File: src/rtl/modn_pkg.sv
// Shared types and helpers for the programmable mod-M counter.
// State encoding, minimum modulus and modulus legality check.
package modn_pkg;

    typedef enum logic {
        RUN  = 1'b0,
        PEND = 1'b1
    } modn_state_t;

    localparam int unsigned MODN_MIN = 2;

    function automatic logic is_legal_mod(
        input int unsigned val,
        input int unsigned width
    );
        logic w_hi_ok;
        if (width >= 32)
            w_hi_ok = 1'b1;
        else
            w_hi_ok = (val < (32'd1 << width));
        return (val >= MODN_MIN) && w_hi_ok;
    endfunction

endpackage

File: src/rtl/modn_cfg_ctrl.sv
// Modulus update control: valid/ready capture, pending hold,
// error pulse on illegal modulus, swap at wrap or clear.
module modn_cfg_ctrl
    import modn_pkg::*;
#(
    parameter int WIDTH   = 8,
    parameter int DEF_MOD = 10
) (
    input  logic             i_clk,
    input  logic             i_rst,
    input  logic             i_wrap,
    input  logic             i_clr,
    input  logic             i_cfg_valid,
    input  logic [WIDTH-1:0] i_cfg_mod,
    output logic             o_cfg_ready,
    output logic             o_cfg_err,
    output logic [WIDTH-1:0] o_mod_cur,
    output logic [WIDTH-1:0] o_mod_next,
    output logic             o_apply
);

    modn_state_t      r_state;
    logic [WIDTH-1:0] r_pend_mod;
    logic [WIDTH-1:0] r_mod_cur;
    logic             r_cfg_err;

    logic w_xfer;
    logic w_legal;
    logic w_apply;

    assign w_xfer  = i_cfg_valid && (r_state == RUN);
    assign w_legal = is_legal_mod(32'(i_cfg_mod), WIDTH);
    assign w_apply = (r_state == PEND) && (i_wrap || i_clr);

    // Modulus the datapath must use for the value it loads this edge
    assign o_mod_next  = w_apply ? r_pend_mod : r_mod_cur;
    assign o_apply     = w_apply;
    assign o_cfg_ready = (r_state == RUN);
    assign o_cfg_err   = r_cfg_err;
    assign o_mod_cur   = r_mod_cur;

    // Handshake FSM: capture legal modulus, swap it in at wrap/clear
    always_ff @(posedge i_clk or posedge i_rst) begin
        if (i_rst) begin
            r_state    <= RUN;
            r_pend_mod <= '0;
            r_mod_cur  <= WIDTH'(DEF_MOD);
            r_cfg_err  <= 1'b0;
        end else begin
            r_cfg_err <= w_xfer && !w_legal;
            unique case (r_state)
                RUN: begin
                    if (w_xfer && w_legal) begin
                        r_pend_mod <= i_cfg_mod;
                        r_state    <= PEND;
                    end
                end
                PEND: begin
                    if (w_apply) begin
                        r_mod_cur <= r_pend_mod;
                        r_state   <= RUN;
                    end
                end
                default: r_state <= RUN;
            endcase
        end
    end

endmodule

File: src/rtl/modn_counter_cfg.sv
// Up/down counter modulo a runtime-programmable M with wrap pulse.
// Optional MODN_DIV_OUT_EN adds div_o, a divide-by-2M square wave.
module modn_counter_cfg
    import modn_pkg::*;
#(
    parameter int WIDTH   = 8,
    parameter int DEF_MOD = 10
) (
    input  logic             i_clk,
    input  logic             reset,
    input  logic             en,
    input  logic             up_dn,
    input  logic             clr,
    input  logic             cfg_valid,
    input  logic [WIDTH-1:0] cfg_mod,
    output logic             cfg_ready,
    output logic             cfg_err,
    output logic [WIDTH-1:0] count,
    output logic [WIDTH-1:0] mod_cur,
    output logic             y
`ifdef MODN_DIV_OUT_EN
    ,
    output logic             div_o
`endif
);

    if (!is_legal_mod(DEF_MOD, WIDTH)) begin : g_bad_def_mod
        $error("DEF_MOD outside 2..2^WIDTH-1");
    end

    logic [WIDTH-1:0] r_count;
    logic             r_y;

    logic [WIDTH-1:0] w_mod_cur;
    logic [WIDTH-1:0] w_mod_next;
    logic             w_apply;
    logic             w_at_end;
    logic             w_wrap;

    assign w_at_end = up_dn ? (r_count >= (w_mod_cur - WIDTH'(1)))
                            : (r_count == '0);
    assign w_wrap   = en && !clr && w_at_end;

    modn_cfg_ctrl #(
        .WIDTH   (WIDTH),
        .DEF_MOD (DEF_MOD)
    ) u_ctrl (
        .i_clk       (i_clk),
        .i_rst       (reset),
        .i_wrap      (w_wrap),
        .i_clr       (clr),
        .i_cfg_valid (cfg_valid),
        .i_cfg_mod   (cfg_mod),
        .o_cfg_ready (cfg_ready),
        .o_cfg_err   (cfg_err),
        .o_mod_cur   (w_mod_cur),
        .o_mod_next  (w_mod_next),
        .o_apply     (w_apply)
    );

    // Count datapath; wrap reloads with the modulus in force next
    always_ff @(posedge i_clk or posedge reset) begin
        if (reset) begin
            r_count <= '0;
            r_y     <= 1'b0;
        end else if (clr) begin
            r_count <= up_dn ? '0 : (w_mod_next - WIDTH'(1));
            r_y     <= 1'b0;
        end else if (en) begin
            r_y <= w_wrap;
            if (up_dn)
                r_count <= w_wrap ? '0 : (r_count + WIDTH'(1));
            else
                r_count <= w_wrap ? (w_mod_next - WIDTH'(1))
                                  : (r_count - WIDTH'(1));
        end else begin
            r_y <= 1'b0;
        end
    end

`ifdef MODN_DIV_OUT_EN
    logic r_div;

    // Toggle on every wrap for a 50% duty output of period 2*M
    always_ff @(posedge i_clk or posedge reset) begin
        if (reset)
            r_div <= 1'b0;
        else if (clr)
            r_div <= 1'b0;
        else if (w_wrap)
            r_div <= ~r_div;
    end

    assign div_o = r_div;
`endif

    assign count   = r_count;
    assign mod_cur = w_mod_cur;
    assign y       = r_y;

    logic w_unused;
    assign w_unused = w_apply;

endmodule

File: config.mk
export PLATFORM = sky130hd
export DESIGN_NAME = modn_counter_cfg
export DESIGN_NICKNAME = d
export VERILOG_FILES = /design/src/rtl/modn_pkg.sv /design/src/rtl/modn_cfg_ctrl.sv /design/src/rtl/modn_counter_cfg.sv
export SDC_FILE = /design/constraint.sdc
export NUM_CORES = 1
export LEC_CHECK = 0
export BUFFER_PORTS_ARGS = -buffer_cell sky130_fd_sc_hd__buf_2
export CORE_ASPECT_RATIO = 0.6
export CORE_MARGIN = 8
export CORE_UTILIZATION = 50
export DETAILED_ROUTE_END_ITERATION = 12
export PLACE_DENSITY = 0.79
export SYNTH_ARGS = -nofsm -noshare
export SYNTH_HDL_FRONTEND = slang
export SYNTH_SLANG_ARGS = --single-unit
File: constraint.sdc
create_clock -name i_clk -period 3.9 [get_ports i_clk]
set_input_delay 0.585 -clock i_clk [delete_from_list [all_inputs] [get_ports i_clk]]
set_output_delay 0.585 -clock i_clk [all_outputs]
set_load 0.01 [all_outputs]
==> Yosys cells after proc, flatten, opt, wreduce, memory -nomap -nowiden <==
Cells that the tools add are included.
{ "classes": {"n_addsub": 4, "multipliers": 0, "div": 0, "magnitude_cmp": 2, "eq_ne": 0, "n_shift": 0, "n_mux": 13, "bitwise_logic": 1, "reduce_logical": 12} }
{ "op_table": {"columns": ["cell", "n"], "rows": [
  ["8-bit 2-to-1 mux", 7],
  ["8-bit by 1-bit subtractor with 8-bit output (second input constant)", 3],
  ["8-bit by 1-bit adder with 8-bit output (second input constant)", 1],
  ["8-bit by 2-bit greater-or-equal comparator with 1-bit output (second input constant)", 1],
  ["8-bit greater-or-equal comparator", 1],
  ["8-bit zero test", 1],
  ["1-bit logical AND", 6],
  ["1-bit 2-to-1 mux", 5],
  ["1-bit zero test", 2],
  ["1-bit case mux with 2 select lines", 1],
  ["2-bit AND reduction", 1],
  ["2-bit nonzero test", 1],
  ["1-bit logical OR", 1],
  ["1-bit NOT", 1]
]} }
{ "totals": {"regBits": 27, "latchBits": 0, "ramBits": 0, "rom_bits": 0, "inputBits": 14, "output_inout_bits": 19, "elab_cells": 38, "memories": 0} }

==> Longest topological paths before layout <==
Gate-level depths: netlist (run 1).
{ "logic_depth": {"depth_word": 12, "ltp_mapped": 17} }

==> Hierarchy <==
Synthesis (run 1) repeated with hierarchy kept, for this count alone.
{ "unflattened": {"hier_cells": 216, "area_unflattened_um2": 2059.5} }
{ "modules_own_cells": {"columns": ["module", "instances", "cells_each", "area_each_um2", "seq_area_each_um2"], "rows": [
  ["modn_counter_cfg", 1, 162, 1258.7, 225.2],
  ["modn_cfg_ctrl", 1, 54, 800.8, 452.9]
]} }

==> Worst setup path before layout (run 1) <==
No wires, ideal clock.
{ "synth_timing": {"path_kind": "register to register", "startpoint": "register u_ctrl.r_mod_cur[0], in the netlist u_ctrl.o_mod_cur[0]", "endpoint": "register r_count[6], in the netlist count[6]", "setup_ps": 139, "arrival_ps": 3677, "t_required_ps": 3761, "setup_slack_ps": 84, "path_stages_with_launch": 17, "path_buffers": 1, "synth_period_minus_slack_ps": 3816, "cell_sequence": "dfrtp_1 nor3_1 or3b_2 xor2_1 ha_1 a211oi_1 nor2_1 a211o_1 nand3_4 buf_6 mux2i_1 ha_1 nor3b_1 nor3b_1 xor2_1 o21ai_0 o22ai_1"} }
{ "synth_between": {"elab_chain_cells": 12, "word_cells_on_any_way": 14, "cone_classes": "add/sub: 2; order compare: 1; mux: 8; reduce/logical: 3"} }
{ "synth_rtl": {"columns": ["element", "line", "text"], "rows": [
  ["from (decl)", "modn_cfg_ctrl.sv:24", "logic [WIDTH-1:0] r_mod_cur;"],
  ["from (signal assigned)", "modn_cfg_ctrl.sv:47", "r_mod_cur <= WIDTH'(DEF_MOD);"],
  ["from (signal assigned)", "modn_cfg_ctrl.sv:60", "r_mod_cur <= r_pend_mod;"],
  ["8-bit by 1-bit subtractor with 8-bit output", "modn_counter_cfg.sv:40", "assign w_at_end = up_dn ? (r_count >= (w_mod_cur - WIDTH'(1)))"],
  ["8-bit greater-or-equal comparator", "modn_counter_cfg.sv:40", null],
  ["1-bit 2-to-1 mux", "modn_counter_cfg.sv:40", null],
  ["1-bit logical AND", "modn_counter_cfg.sv:42", "assign w_wrap = en && !clr && w_at_end;"],
  ["1-bit logical OR", "modn_cfg_ctrl.sv:33", "assign w_apply = (r_state == PEND) && (i_wrap || i_clr);"],
  ["1-bit logical AND", "modn_cfg_ctrl.sv:33", null],
  ["8-bit 2-to-1 mux", null, null],
  ["8-bit by 1-bit subtractor with 8-bit output", "modn_counter_cfg.sv:67, modn_counter_cfg.sv:74", null],
  ["8-bit 2-to-1 mux", "modn_counter_cfg.sv:74", "r_count <= w_wrap ? (w_mod_next - WIDTH'(1))"],
  ["8-bit 2-to-1 mux", "modn_counter_cfg.sv:71", "if (up_dn)"],
  ["8-bit 2-to-1 mux", "modn_counter_cfg.sv:69", "end else if (en) begin"],
  ["8-bit 2-to-1 mux (*)", "modn_counter_cfg.sv:66", "end else if (clr) begin"],
  ["to (signal assigned)", "modn_counter_cfg.sv:67", "r_count <= up_dn ? '0 : (w_mod_next - WIDTH'(1));"],
  ["to (signal assigned)", "modn_counter_cfg.sv:72", "r_count <= w_wrap ? '0 : (r_count + WIDTH'(1));"],
  ["to (signal assigned)", "modn_counter_cfg.sv:74", null],
  ["to (decl)", "modn_counter_cfg.sv:31", "logic [WIDTH-1:0] r_count;"]
]} }
Every way passes the cells marked *; elsewhere a longest branch is shown, timed or not. The select of a mux whose other input is x is not followed.
A chain may end at the register's enable or synchronous reset.

==> Final worst setup path (run 1) <==
Same ends and word-level chain as after synthesis.

==> results.ini, run 1 <==
[outcome]
status=complete, no violations

[yosys]
synth-xor-area-share_pct=7.15
synth_warnings=0
synthAdderAreaFrac_pct=8.17
avgSynthCellArea_um2=9.83
synth_edf_count=0
synth_mux_area_share_pct=12.0
async_flop_share_pct=100
ys_seq_area_share_pct=36.9
synth_nets=213
synth_top_family_by_area=simple AND/OR/NAND/NOR gates
synth_ff_type=dfrtp_1
syn_area_um2=1840
synth_cells=187
synth_cell_types=43
synth-simple-area-share_pct=18.1
synth_compound_area_share_pct=14.2
synth-seq-cells=27

[clock_network]
htreeDepth=1
cts_buffers=3
cts_tree=built
cts.path.max_buffers=2
cts_sinks=27
cts_root_buf=clkbuf_8
clkTransAtPathRegs_ps=90
clk_latency_ps=270

[setup_path]
cp_top_family=simple AND/OR/NAND/NOR gates
crit_buf_inv=0
critPathRequiredTime_ps=4090
worst-path-max-fanout=5
r2r-start=u_ctrl.o_mod_cur[0]
max_stage_delay_ps=490
worstSetupPathType=flip-flop to flip-flop
slowest_stage=or3b_2
crit_chain=nor3_2 -> or3b_2 -> xor2_2 -> ha_1 -> a211oi_1 -> nor2_1 -> a211o_1 -> nand3_4 -> mux2i_2 -> ha_1 -> nor3b_2 -> nor3b_2 -> xor2_1 -> o21ai_0 -> o22ai_1
endpoint_kind=flip-flop
cp-start-kind=flip-flop
cp.arrival_ps=4000
cp-startpoint=u_ctrl.o_mod_cur[0]

[die]
core_area_um2=3590
dieHeight_um=63.0
start_util_pct=51.1
die_area_um2=5940
boundaryPins=33
num_rows=17
dieWidth_um=94.3

[min_path]
min_from=u_ctrl.r_pend_mod[7]
holdCritPathClass=flip-flop to flip-flop

[detailed_routing]
vias=1587
drt-initial-drc-count=172
drcViolationCount=0
drt-total-wl_um=4850
vias_per_cell=5.88
first_pass_iters=5
drt.antenna.violating_nets=0
routedWlPerCell_um=18.0

[place]
gp_congestion=0.979
port_buffers=32
dpl-instance-area_um2=2060
dpl.hpwl_um=3780

[sta]
fmax_mhz=262
fin_crit_sh_pct=97.7
hold_viol_final=0
max_slew_margin_pct=32.6
min_period_ps=3810
fin_worst_skew_ps=2.07
setup_viol=0
tightestPinTransition_ps=1010
slew_violations=0

[finish]
final_cell_area_um2=2140
final_cell_mix=32 x buf_2, 24 x dfrtp_1, 14 x nand2_1
drive_gt1_share_pct=30.0
final_nets=250
fillers=307
area_growth_pct=16.2
layout_commonest_cell=buf_2
antenna-diode-count=0

[global_route]
grt_max_degree=28
first_global_vias=1539
overflow=0
grt_pass1_wl_um=7840
track_usage_pct=16.5
antenna_found_initial=0

[power_and_ir_drop]
power_density_nw_per_um2=857
peakVddDrop_mv=0.446
leakagePower_nw=0.992
power_w=0.00183

[run]
max-cap-violations=0

==> flip-flops by register name, indices dropped and copies added (netlist names) <==
name / cells
count: 8
u_ctrl.o_mod_cur: 8
u_ctrl.r_pend_mod: 8
u_ctrl.o_cfg_err: 1
u_ctrl.r_state: 1
y: 1
==> what timing repair did <==
action                                  CTS  global route
setup buffers                             0             1
gates cloned                              0             0
endpoints found under the setup margin    1             2
endpoints found under the hold margin     0             0
pin swaps                                 0             1
gates resized for setup                   1             5
hold buffers                              0             0
==> synth_stat cells (6+ instances only) <==
cell type | n | share of area, %
o21ai_0 | 12 | 3.3
nor2_1 | 12 | 2.5
dfrtp_1 | 25 | 34
xor2_1 | 6 | 2.9
mux2_2 | 10 | 6.1
nand2_1 | 14 | 2.9
ha_1 | 12 | 8.2
inv_1 | 11 | 2.2
xnor2_1 | 9 | 4.3
==> kinds of logic (layout without fill, tap and decap cells) <==
group                    after synthesis  after routing
AO/OA/AOI/OAI                         39             39
XOR/XNOR                              15             15
adder cells (fa/ha/maj)               12             12
buffers and inverters                 15             51
flip-flops                            27             27
multiplexers                          19             19
AND/OR/NAND/NOR                       60             60
==> report_power, final <==
part	leakage (nW)	switching, W	internal (W)	total, W
registers	0.325	0.000234	0.000416	0.000651
clock network	0.0228	0.0000850	0.0000732	0.000158
logic	0.644	0.000516	0.000505	0.00102
==> stage by stage <==
stage	hold WS, ps	setup TNS [ps]	utilization [%]	cells	setup slack, ps
finish	529	0	59.4	270	89.1
global route	533	-50.6	59.4	270	-50.6
CTS	534	0	58.6	269	9.50
detailed placement	514	-12.9	57.2	265	-12.9
global placement	497	0	57.2	265	228
floorplan	481	0	-	187	83.5
==> cell type report <==
cell class                      count  area, um2  share of cell area (%)
Multi-Input combinational cell    145       1120                    52.5
Sequential cell                    27        679                    31.8
Timing Repair Buffer               36        190                    8.90
Tap cell                           47       58.8                    2.75
Clock buffer                        4       45.0                    2.11
Inverter                           11       41.3                    1.93
==> worst paths after layout <==
path                            slack, ps              endpoint  cells past startpoint
worst max-delay path                   90              count[6]                     15
worst min-delay path                  530  u_ctrl.r_pend_mod[7]                      1
worst max register to register         90              count[6]                     15
worst min register to register        530  u_ctrl.r_pend_mod[7]                      1
max in group asynchronous            2680   u_ctrl.o_mod_cur[0]                      2
min in group asynchronous             540              count[1]                      2
==> per-layer routing <==
metal | GRT usage (%) | vias up | part of all wire [%]
met5 | 0 | - | 0
met4 | 2.55 | 0 | 0.25
met3 | 5.04 | 2 | 9.1
met2 | 21.6 | 73 | 41
met1 | 25.3 | 760 | 50
li1 | - | 752 | -
Power figures use the tool's default switching activity.
==> run 2, diff against run 1 <==
--- a/config.mk
+++ b/config.mk
@@ -7,7 +7,6 @@
 export LEC_CHECK = 0
 export BUFFER_PORTS_ARGS = -buffer_cell sky130_fd_sc_hd__buf_2
 export CORE_ASPECT_RATIO = 0.6
-export CORE_MARGIN = 8
 export CORE_UTILIZATION = 50
 export DETAILED_ROUTE_END_ITERATION = 12
 export PLACE_DENSITY = 0.79
==> constraint.sdc (replaced) <==
create_clock -name i_clk -period 3.42 [get_ports i_clk]
set_input_delay 0.513 -clock i_clk [delete_from_list [all_inputs] [get_ports i_clk]]
set_output_delay 0.513 -clock i_clk [all_outputs]
set_load 0.01 [all_outputs]
==> run 2 against run 1 <==
Net effect:
- the flow now finishes with violations (negative setup slack)
- clock skew up 1.5 ps
- power rose by 33%
- design area up 9.5%
- first-iteration DRC count grew 14%
- clock-buffer cell count fell by 1
- non-clock buffer count is 16 higher
- utilization grew 9.7 points
- flip-flop and latch count did not move
- worst setup slack got worse by 230 ps
- register-to-register slack lost 230 ps
- highest routed layer unchanged
==> results.ini, run 2 (same netlist as run 1, synthesis figures left out) <==
[sta]
fin_setup_tns_ps=-281  ; was 0 ps
tightestPinTransition_ps=1070  ; was 1010 ps
rsz0062_at_grt=yes
setup_viol=2  ; was 0
hold_viol_final=0  ; unchanged
fmax_mhz=280  ; was 262 MHz
max_slew_margin_pct=28.7  ; was 32.6%
fin_crit_sh_pct=104  ; was 97.7%
fin_worst_skew_ps=3.62  ; was 2.07 ps
slew_violations=0  ; unchanged
setup_ws_ps=-146  ; was 89.1 ps
min_period_ps=3570  ; was 3810 ps

[place]
gp_congestion=0.904  ; was 0.979
place_inst=271  ; was 265
port_buffers=32  ; unchanged
dpl.hpwl_um=3630  ; was 3780 um

[finish]
seq_area_um2=679  ; unchanged
antenna-diode-count=0  ; unchanged
area_growth_pct=27.3  ; was 16.2%
layout_commonest_cell=buf_2  ; unchanged
final_cell_mix=32 x buf_2, 24 x dfrtp_1, 20 x buf_4, 14 x nand2_1, 12 x nor2_1  ; was 32 x buf_2, 24 x dfrtp_1, 14 x nand2_1
multi_input_area_um2=1200  ; was 1120 um2
fin_util_pct=69.2  ; was 59.4%
fin_cells=284  ; was 270
drive_gt1_share_pct=37.7  ; was 30.0%
final_nets=266  ; was 250
fillers=249  ; was 307

[clock_network]
cts_hold_buf=0  ; unchanged
clk_latency_ps=280  ; was 270 ps
cts_tree=built  ; unchanged
cts_sinks=27  ; unchanged
cts_buffers=3  ; unchanged
cts.path.max_buffers=2  ; unchanged
clkTransAtPathRegs_ps=100  ; was 90 ps
cts_root_buf=clkbuf_8  ; unchanged
htreeDepth=1  ; unchanged

[detailed_routing]
first_pass_iters=6  ; was 5
vias=1737  ; was 1587
drt.antenna.violating_nets=0  ; unchanged
drcViolationCount=0  ; unchanged
routedWlPerCell_um=18.0  ; about the same
drt-initial-drc-count=196  ; was 172
vias_per_cell=6.12  ; was 5.88
drt-total-wl_um=5120  ; was 4850 um

[power_and_ir_drop]
power.switching_w=0.00110  ; was 0.000836 W
peakVddDrop_mv=0.550  ; was 0.446 mV
p_int_w=0.00134  ; was 0.000994 W
p_sw_share_pct=45.0  ; was 45.7%
power_density_nw_per_um2=1040  ; was 857 nW/um2
leakagePower_nw=1.08  ; was 0.992 nW
clkPwrFrac_pct=8.2  ; was 8.6%
seq_power_share_pct=30.3  ; was 35.6%
power_frac_comb_pct=61.5  ; was 55.8%

[die]
dieWidth_um=80.3  ; was 94.3 um
num_rows=16  ; was 17
dieHeight_um=49.0  ; was 63.0 um
core_area_um2=3380  ; was 3590 um2
start_util_pct=54.3  ; was 51.1%
boundaryPins=33  ; unchanged
die_area_um2=3930  ; was 5940 um2

[setup_path]
cp.arrival_ps=3770  ; was 4000 ps
worstSetupPathType=flip-flop to flip-flop  ; unchanged
worst-path-max-fanout=3  ; was 5
critPathRequiredTime_ps=3630  ; was 4090 ps
cp-start-kind=flip-flop  ; unchanged
endpoint_kind=flip-flop  ; unchanged
worstRegToRegCells=16  ; was 15

[min_path]
holdCritPathClass=primary input to flip-flop  ; was flip-flop to flip-flop
min_path_cells=2  ; was 1

[global_route]
grt_pass1_wl_um=8070  ; was 7840 um
first_global_vias=1632  ; was 1539
grt_max_degree=28  ; unchanged
overflow=0  ; unchanged
track_usage_pct=27.7  ; was 16.5%
antenna_found_initial=0  ; unchanged

[outcome]
status=complete, but fails checks  ; was complete, no violations
violations=negative setup slack

[run]
max-cap-violations=0  ; unchanged

==> run 2: stage by stage <==
step | power [W] | area, um2 | worst slack, ps | hold WS, ps
after floorplan | 0.00152 | 1870 | -144 | 481
after global placement | 0.00193 | 2150 | 33.0 | 496
after detailed placement | 0.00196 | 2150 | -166 | 500
after CTS | 0.00225 | 2260 | -86.1 | 456
after global routing | 0.00259 | 2340 | -306 | 444
final | 0.00244 | 2340 | -146 | 454
==> run 2: layout make-up <==
type | count | share of cell area [%]
timing repair buffer | 52 | 13.3
multi-input combinational | 145 | 51.4
inverter | 11 | 1.76
sequential | 27 | 29.0
clock buffer | 3 | 1.76
clock inverter | 1 | 0.374
tap | 45 | 2.41
==> run 2: repair_timing <==
| action | 4_1_cts | 5_1_grt |
|---|---|---|
| setup endpoints to repair | 2 | 2 |
| gates resized for setup | 5 | 7 |
| gates cloned | 0 | 0 |
| setup buffers | 6 | 3 |
| pin swaps | 5 | 9 |
| endpoints found under the hold margin | 0 | 0 |
==> run 2: path summary, 6_finish.rpt <==
check / start / end / slack (ps)
hold reg to reg: u_ctrl.r_pend_mod[7] / u_ctrl.r_pend_mod[7] / 530
max in group asynchronous: reset / u_ctrl.o_mod_cur[0] / 2230
hold / removal: cfg_mod[0] / u_ctrl.r_pend_mod[0] / 450
setup / recovery: u_ctrl.o_mod_cur[0] / count[6] / -150
min in group asynchronous: reset / u_ctrl.r_pend_mod[2] / 480
setup reg to reg: u_ctrl.o_mod_cur[0] / count[6] / -150
==> run 2: critical path, cell delays in order (launching register included) <==
cell and delay, ps:
dfrtp_2 430, buf_4 150, inv_1 90, ha_2 210
xnor2_1 120, ha_1 280, a211oi_1 320, o21ai_1 170
a211o_1 370, nand3_4 140, mux2i_4 280, ha_4 170
nor3b_4 190, nor3b_2 210, xor2_1 160, o21ai_1 70
o22ai_1 140
==> run 2: power groups by stage <==
stage / clock, W / sequential (W) / combinational [W]
final: 0.000199 / 0.000739 / 0.00150
after global routing: 0.000220 / 0.000759 / 0.00162
after CTS: 0.000200 / 0.000716 / 0.00133
after detailed placement: 0 / 0.000721 / 0.00124
after global placement: 0 / 0.000715 / 0.00121
after floorplan: 0 / 0.000702 / 0.000815
==> run 2: routing by layer <==
metal  routed length, um  up-vias  track usage [%]
met5                   0        -                0
met4                  51        0             3.27
met3                 459       12             6.92
met2                2340       99             41.9
met1                2270      842             41.2
li1                    -      784                -
